`config.mk`:
```
export PLATFORM = sky130hd
export DESIGN_NAME = game_dialog_overlay
export DESIGN_NICKNAME = d
export VERILOG_FILES = /design/src/rtl/game_dialog_pkg.sv /design/src/rtl/dialog_text_rom.sv /design/src/rtl/font_rom.sv /design/src/rtl/game_dialog_overlay.sv
export SDC_FILE = /design/constraint.sdc
export NUM_CORES = 1
export LEC_CHECK = 0
export BUFFER_PORTS_ARGS = -buffer_cell sky130_fd_sc_hd__buf_4
export CAP_MARGIN = 20
export CORE_MARGIN = 1
export CORE_UTILIZATION = 57
export DETAILED_ROUTE_END_ITERATION = 8
export PLACE_DENSITY = 0.94
export RECOVER_POWER = 50
export SLEW_MARGIN = 20
export SYNTH_ARGS = -nofsm -noshare
export SYNTH_HDL_FRONTEND = slang
export SYNTH_SLANG_ARGS = --single-unit
```
`constraint.sdc`:
```
create_clock -name clk -period 3.55 [get_ports clk]
set_clock_uncertainty 0.2 [all_clocks]
set_input_delay 0.5325 -clock clk [delete_from_list [all_inputs] [get_ports clk]]
set_output_delay 0.5325 -clock clk [all_outputs]
set_load 0.05 [all_outputs]
```
`src/rtl/game_dialog_pkg.sv`:
```
// Shared types and constants for the multi-page dialog overlay.
package game_dialog_pkg;

    typedef enum logic [1:0] {
        IDLE,
        TYPING,
        WAIT_KEY,
        DONE
    } dialog_state_t;

    localparam int unsigned CHAR_W  = 8;
    localparam int unsigned CHAR_H  = 16;
    localparam int unsigned COORD_W = 11;
    localparam int unsigned RGB_W   = 12;

    typedef struct packed {
        logic [COORD_W-1:0] hcount;
        logic [COORD_W-1:0] vcount;
        logic               hsync;
        logic               vsync;
        logic               hblnk;
        logic               vblnk;
    } vga_tim_t;

endpackage

```
`src/rtl/dialog_text_rom.sv`:
```
// Synchronous dialog text ROM: {page,line,col} -> 7-bit character code, 1 clk latency.
module dialog_text_rom #(
    parameter int unsigned ADDR_W = 7
) (
    input  logic              clk,
    input  logic [ADDR_W-1:0] addr,
    output logic [6:0]        char_code
);

    // Text content is a fixed scramble of the address so each page/line/col is distinct.
    always_ff @(posedge clk) begin
        char_code <= 7'(addr) ^ 7'h55;
    end

endmodule

```
`src/rtl/font_rom.sv`:
```
// Synchronous 8x16 glyph ROM: {char_code[6:0], row[3:0]} -> 8 pixels, MSB leftmost, 1 clk latency.
module font_rom (
    input  logic        clk,
    input  logic [10:0] addr,
    output logic [7:0]  data
);

    // Procedural glyph set: top and bottom rows blank, body derived from code and row.
    always_ff @(posedge clk) begin
        if (addr[3:0] == 4'd0 || addr[3:0] == 4'd15)
            data <= '0;
        else
            data <= {addr[10:4], 1'b1} ^ {addr[3:0], addr[3:0]};
    end

endmodule

```
`src/rtl/game_dialog_overlay.sv`:
```
// Multi-page typewriter dialog box overlaid on the VGA stream; asserts door after the last page.
// Optional DIALOG_SKIP_EN: key[0] in TYPING reveals the whole page at once.
module game_dialog_overlay
    import game_dialog_pkg::*;
#(
    parameter int unsigned N_PAGES        = 4,
    parameter int unsigned N_LINES        = 2,
    parameter int unsigned CHARS_PER_LINE = 16,
    parameter logic [10:0] BOX_X          = 11'd64,
    parameter logic [10:0] BOX_Y          = 11'd400,
    parameter int unsigned REVEAL_DIV     = 4,
    parameter logic [3:0]  TRIGGER_PIX    = 4'd3,
    parameter logic [11:0] TXT_RGB        = 12'hFFF,
    parameter logic [11:0] BG_RGB         = 12'h000
) (
    input  logic        clk,
    input  logic        rst,
    input  logic [3:0]  key,
    input  logic [3:0]  current_pix,
    input  logic [10:0] in_hcount,
    input  logic [10:0] in_vcount,
    input  logic        in_hsync,
    input  logic        in_vsync,
    input  logic        in_hblnk,
    input  logic        in_vblnk,
    input  logic [11:0] in_rgb,
    output logic [10:0] out_hcount,
    output logic [10:0] out_vcount,
    output logic        out_hsync,
    output logic        out_vsync,
    output logic        out_hblnk,
    output logic        out_vblnk,
    output logic [11:0] out_rgb,
    output logic        door
);

    localparam int unsigned N_CHARS = N_LINES * CHARS_PER_LINE;
    localparam int unsigned PAGE_W  = (N_PAGES > 1) ? $clog2(N_PAGES) : 1;
    localparam int unsigned LINE_W  = (N_LINES > 1) ? $clog2(N_LINES) : 1;
    localparam int unsigned COL_W   = (CHARS_PER_LINE > 1) ? $clog2(CHARS_PER_LINE) : 1;
    localparam int unsigned REV_W   = $clog2(N_CHARS + 1);
    localparam int unsigned DIV_W   = (REVEAL_DIV > 1) ? $clog2(REVEAL_DIV) : 1;
    localparam int unsigned ROM_AW  = PAGE_W + LINE_W + COL_W;
    localparam logic [COORD_W-1:0] BOX_X_END = BOX_X + COORD_W'(CHAR_W * CHARS_PER_LINE);
    localparam logic [COORD_W-1:0] BOX_Y_END = BOX_Y + COORD_W'(CHAR_H * N_LINES);
    localparam logic [REV_W-1:0]   REV_MAX   = REV_W'(N_CHARS);

    dialog_state_t     state, state_nx;
    logic [PAGE_W-1:0] page, page_nx;
    logic [REV_W-1:0]  reveal, reveal_nx;
    logic [DIV_W-1:0]  div_cnt, div_nx;
    logic              door_nx;
    logic              key_q, vsync_q;
    logic              key_edge, frame_tick;

    logic unused_key;
    assign unused_key = ^key[3:1];

    assign key_edge   = key[0] & ~key_q;
    assign frame_tick = in_vsync & ~vsync_q;

    always_ff @(posedge clk) begin
        if (!rst) begin
            state   <= IDLE;
            page    <= '0;
            reveal  <= '0;
            div_cnt <= '0;
            door    <= 1'b0;
            key_q   <= 1'b0;
            vsync_q <= 1'b0;
        end else begin
            state   <= state_nx;
            page    <= page_nx;
            reveal  <= reveal_nx;
            div_cnt <= div_nx;
            door    <= door_nx;
            key_q   <= key[0];
            vsync_q <= in_vsync;
        end
    end

    // Priority inside an active dialog: abort, then key, then reveal-complete, then frame tick.
    always_comb begin
        state_nx  = state;
        page_nx   = page;
        reveal_nx = reveal;
        div_nx    = div_cnt;
        door_nx   = door;
        case (state)
            IDLE: begin
                if (current_pix == TRIGGER_PIX && !door) begin
                    state_nx  = TYPING;
                    page_nx   = '0;
                    reveal_nx = '0;
                    div_nx    = '0;
                end
            end
            TYPING, WAIT_KEY: begin
                if (current_pix != TRIGGER_PIX) begin
                    state_nx  = IDLE;
                    page_nx   = '0;
                    reveal_nx = '0;
                    div_nx    = '0;
                end else if (state == WAIT_KEY) begin
                    if (key_edge) begin
                        if (page < PAGE_W'(N_PAGES - 1)) begin
                            state_nx  = TYPING;
                            page_nx   = page + PAGE_W'(1);
                            reveal_nx = '0;
                            div_nx    = '0;
                        end else begin
                            state_nx = DONE;
                            door_nx  = 1'b1;
                        end
                    end
`ifdef DIALOG_SKIP_EN
                end else if (key_edge) begin
                    state_nx  = WAIT_KEY;
                    reveal_nx = REV_MAX;
`endif
                end else if (reveal == REV_MAX) begin
                    state_nx = WAIT_KEY;
                end else if (frame_tick) begin
                    if (div_cnt == DIV_W'(REVEAL_DIV - 1)) begin
                        div_nx    = '0;
                        reveal_nx = reveal + REV_W'(1);
                    end else begin
                        div_nx = div_cnt + DIV_W'(1);
                    end
                end
            end
            DONE:    door_nx = 1'b1;
            default: state_nx = IDLE;
        endcase
    end

    // S0: region test and text lookup address.
    logic [COORD_W-1:0] h_off, v_off;
    logic [COL_W-1:0]   col;
    logic [LINE_W-1:0]  line;
    logic [3:0]         row;
    logic [REV_W-1:0]   idx;
    logic               box_hit;

    always_comb begin
        h_off   = in_hcount - BOX_X;
        v_off   = in_vcount - BOX_Y;
        col     = COL_W'(h_off >> 3);
        line    = LINE_W'(v_off >> 4);
        row     = v_off[3:0];
        idx     = REV_W'(line) * REV_W'(CHARS_PER_LINE) + REV_W'(col);
        box_hit = (in_hcount >= BOX_X) && (in_hcount < BOX_X_END) &&
                  (in_vcount >= BOX_Y) && (in_vcount < BOX_Y_END) &&
                  !in_hblnk && !in_vblnk &&
                  (state == TYPING || state == WAIT_KEY);
    end

    logic [6:0] char_code;
    logic [7:0] font_data;

    dialog_text_rom #(
        .ADDR_W (ROM_AW)
    ) u_text_rom (
        .clk       (clk),
        .addr      ({page, line, col}),
        .char_code (char_code)
    );

    vga_tim_t         tim_d1, tim_d2;
    logic [RGB_W-1:0] rgb_d1, rgb_d2;
    logic             box_d1, box_d2;
    logic [REV_W-1:0] idx_d1, idx_d2;
    logic [3:0]       row_d1;

    font_rom u_font_rom (
        .clk  (clk),
        .addr ({char_code, row_d1}),
        .data (font_data)
    );

    always_ff @(posedge clk) begin
        if (!rst) begin
            tim_d1 <= '0;
            tim_d2 <= '0;
            rgb_d1 <= '0;
            rgb_d2 <= '0;
            box_d1 <= 1'b0;
            box_d2 <= 1'b0;
            idx_d1 <= '0;
            idx_d2 <= '0;
            row_d1 <= '0;
        end else begin
            tim_d1 <= '{hcount: in_hcount, vcount: in_vcount, hsync: in_hsync,
                        vsync: in_vsync, hblnk: in_hblnk, vblnk: in_vblnk};
            rgb_d1 <= in_rgb;
            box_d1 <= box_hit;
            idx_d1 <= idx;
            row_d1 <= row;
            tim_d2 <= tim_d1;
            rgb_d2 <= rgb_d1;
            box_d2 <= box_d1;
            idx_d2 <= idx_d1;
        end
    end

    // Both ROM latencies consume the two pipeline clocks, so the final colour select is
    // a mux over stage-2 registers only.
    logic pix_bit;
    assign pix_bit = font_data[~tim_d2.hcount[2:0]];

    always_comb begin
        out_rgb = rgb_d2;
        if (box_d2)
            out_rgb = (pix_bit && idx_d2 < reveal) ? TXT_RGB : BG_RGB;
    end

    assign out_hcount = tim_d2.hcount;
    assign out_vcount = tim_d2.vcount;
    assign out_hsync  = tim_d2.hsync;
    assign out_vsync  = tim_d2.vsync;
    assign out_hblnk  = tim_d2.hblnk;
    assign out_vblnk  = tim_d2.vblnk;

endmodule

```
==> flow_summary.toml <==
[power_and_ir_drop]
p_leak_nw = 2.029
total_power_mw = 2.366
powerDensity_nw_per_um2 = 496.4
peakVddDrop_mv = 0.3376

[critical_path]
path_cells = "inv_1 > ha_1 > a211oi_1 > o31a_1 > o211ai_1 > o21ai_0 > buf_4"
cp_max_fo = 12
critPathLaunchType = "flop"
critPathKind = "reg2out"
critPathArrivalTime_ns = 2.58
end_kind = "primary output"
max_stage_delay_ns = 0.59
critPathRequiredTime_ns = 2.82
cp_slowest_cell = "o211ai_1"

[timing]
setup_ws_ns = 0.2415
worst_pin_slew_ns = 0.7294
setup_tns_ns = 0
slew_violations = 0
post-route-min-period_ns = 3.309
post-route-period-util_pct = 93.20
rsz0062_at_grt = "no"
slew_headroom_pct = 51.16
finalHoldViolations = 0
whs_ns = 0.09502
setup_viol = 0
fmax_ghz = 0.3023

[grt]
grt_use_total_pct = 21.45
grt_pass1_vias = 2550
grt_max_degree = 85
antenna_found_initial = 0
grt_pass1_wl_um = 12030
grt-ovfl-total = 0

[drt]
dr.pass1.iters = 4
vias = 2776
wire_per_inst_um = 14.21
drc = 0
totalWireLength_um = 7574
viasPerCell = 5.208
ant_nets = 0
first_iter_violations = 172

[die]
die_y_um = 85.16
dieArea_um2 = 7251
io_pins = 87
start_util_pct = 60.68
core_um2 = 6495
num_rows = 29
die_w_um = 85.16

[yosys]
synth-seq-cells = 111
yosys-top-cells-area = "dfxtp_1 (56%), and2_1 (12%), ha_1 (4.1%), inv_1 (3.0%), nor2_1 (2.2%)"
syn_inst = 375
synth_ff_type = "dfxtp_1"
yosysWarningCount = 0
synth_top_cell_area_share_pct = 56.38
synth_edf_count = 0
syn_area_um2 = 3941
synthArstFlopShare_pct = 0
yosysTopAreaCell = "dfxtp_1"
synth_nets = 436
ys_seq_area_share_pct = 56.38
syn_area_per_cell_um2 = 10.51
ys_types = 45

[clock_network]
cts_max_level = 3
cts_resized = 0
clk_latency_ns = 0.37
root_buffer = "clkbuf_8"
clk_path_buf_depth = 2
cts_tree = "built"
postCtsHoldBufs = 0
post-cts-setup-buffers = 0
cts_buffers = 9
clk_pin_slew_worst_paths_ns = 0.10
cts.sinks = 111

[placed_design]
preCtsSetupSlack_ns = 0.6741
dp.cells = 518
place_hpwl_um = 5170
portBuffers = 83
place.gp.congestion = 0.8829

[final_layout]
num_antenna_cells = 0
area_growth_pct = 20.92
multi_input_area_um2 = 1495
fillers = 450
final_cell_mix = "dfxtp_1 (111), buf_4 (79), and2_1 (65), inv_1 (31), nor2_1 (23)"
final_common_cell = "dfxtp_1"
nets = 513
stdcell_count = 533
regArea_um2 = 2222
drive_gt1_share_pct = 23.68

[run]
drv_cap = 0

[min_path]
hold_path_class = "in2reg"

[outcome]
status = "completed"
[kinds of logic (layout without fill, tap and decap cells)]
group / after synthesis / after routing / synth area share, %
flip-flops: 111 / 111 / 56.38
XOR/XNOR: 9 / 9 / 2.000
buffers and inverters: 49 / 130 / 5.682
AND/OR/NAND/NOR: 141 / 141 / 21.02
AO/OA/AOI/OAI: 49 / 49 / 9.365
adder cells (fa/ha/maj): 13 / 13 / 4.127
multiplexers: 3 / 3 / 1.428
[critical path, delay by kind of cell, from the launching register on]
family,cells,cell delay [ns]
compound gates,4,1.19
flops,1,0.39
buf+inv,2,0.35
fa+ha+maj,1,0.29
[flip-flops by register name, indices dropped and copies added (netlist names), 6 cells and up]
signal                count
u_text_rom.char_code      7
out_hcount               11
out_vcount               11
rgb_d1                   12
rgb_d2                   12
reveal                    6
u_font_rom.data           8
tim_d1                   26
[layer usage]
| metal | share of wire [%] | wire length [um] | up-vias | GRT usage, % |
|---|---|---|---|---|
| met1 | 42 | 3188 | 1280 | 25.75 |
| met3 | 6.4 | 484 | 11 | 4.961 |
| met5 | 0 | 0 | - | 0 |
| met2 | 50 | 3821 | 103 | 37.90 |
| li1 | - | - | 1382 | - |
| met4 | 1.0 | 79 | 0 | 7.088 |
[metrics by stage]
step,cell area [um^2],utilization (%)
CTS,4773,73.49
global route,4766,73.38
floorplan,3941,-
global placement,4561,70.22
detailed placement,4561,70.22
finish,4766,73.38
[power breakdown]
part / internal (mW) / leakage [nW] / switching [mW] / total [mW]
clock network: 0.358 / 0.108 / 0.434 / 0.792
logic: 0.104 / 1.00 / 0.147 / 0.251
registers: 1.30 / 0.917 / 0.0211 / 1.32
[cell usage after synthesis (3+ instances only)]
cell type	instances
nand2_1	15
nand3_1	5
inv_1	31
a211oi_1	3
or4_1	4
o21ai_1	3
or3_1	3
and2_1	76
xnor2_1	9
o311ai_1	5
a21oi_1	8
o21ai_0	14
nor2_1	23
buf_4	4
nand4_1	3
ha_1	13
clkbuf_1	11
dfxtp_1	111
[final timing paths]
kind / end / cells past startpoint / start / slack, ns
hold / removal: u_text_rom.char_code[1] / 1 / in_hcount[4] / 0.1
hold reg to reg: u_text_rom.char_code[5] / 0 / page[0] / 0.20
setup reg to reg: reveal[0] / 8 / state[1] / 0.74
setup / recovery: out_rgb[8] / 7 / reveal[1] / 0.24
[layout make-up]
type | count | area share (%)
Clock buffer | 10 | 2.888
Multi-Input combinational cell | 215 | 31.37
Inverter | 31 | 2.442
Tap cell | 77 | 2.022
Sequential cell | 111 | 46.63
Timing Repair Buffer | 84 | 13.07
Clock inverter | 5 | 1.575
No activity file was read; power rests on OpenSTA's default activity.
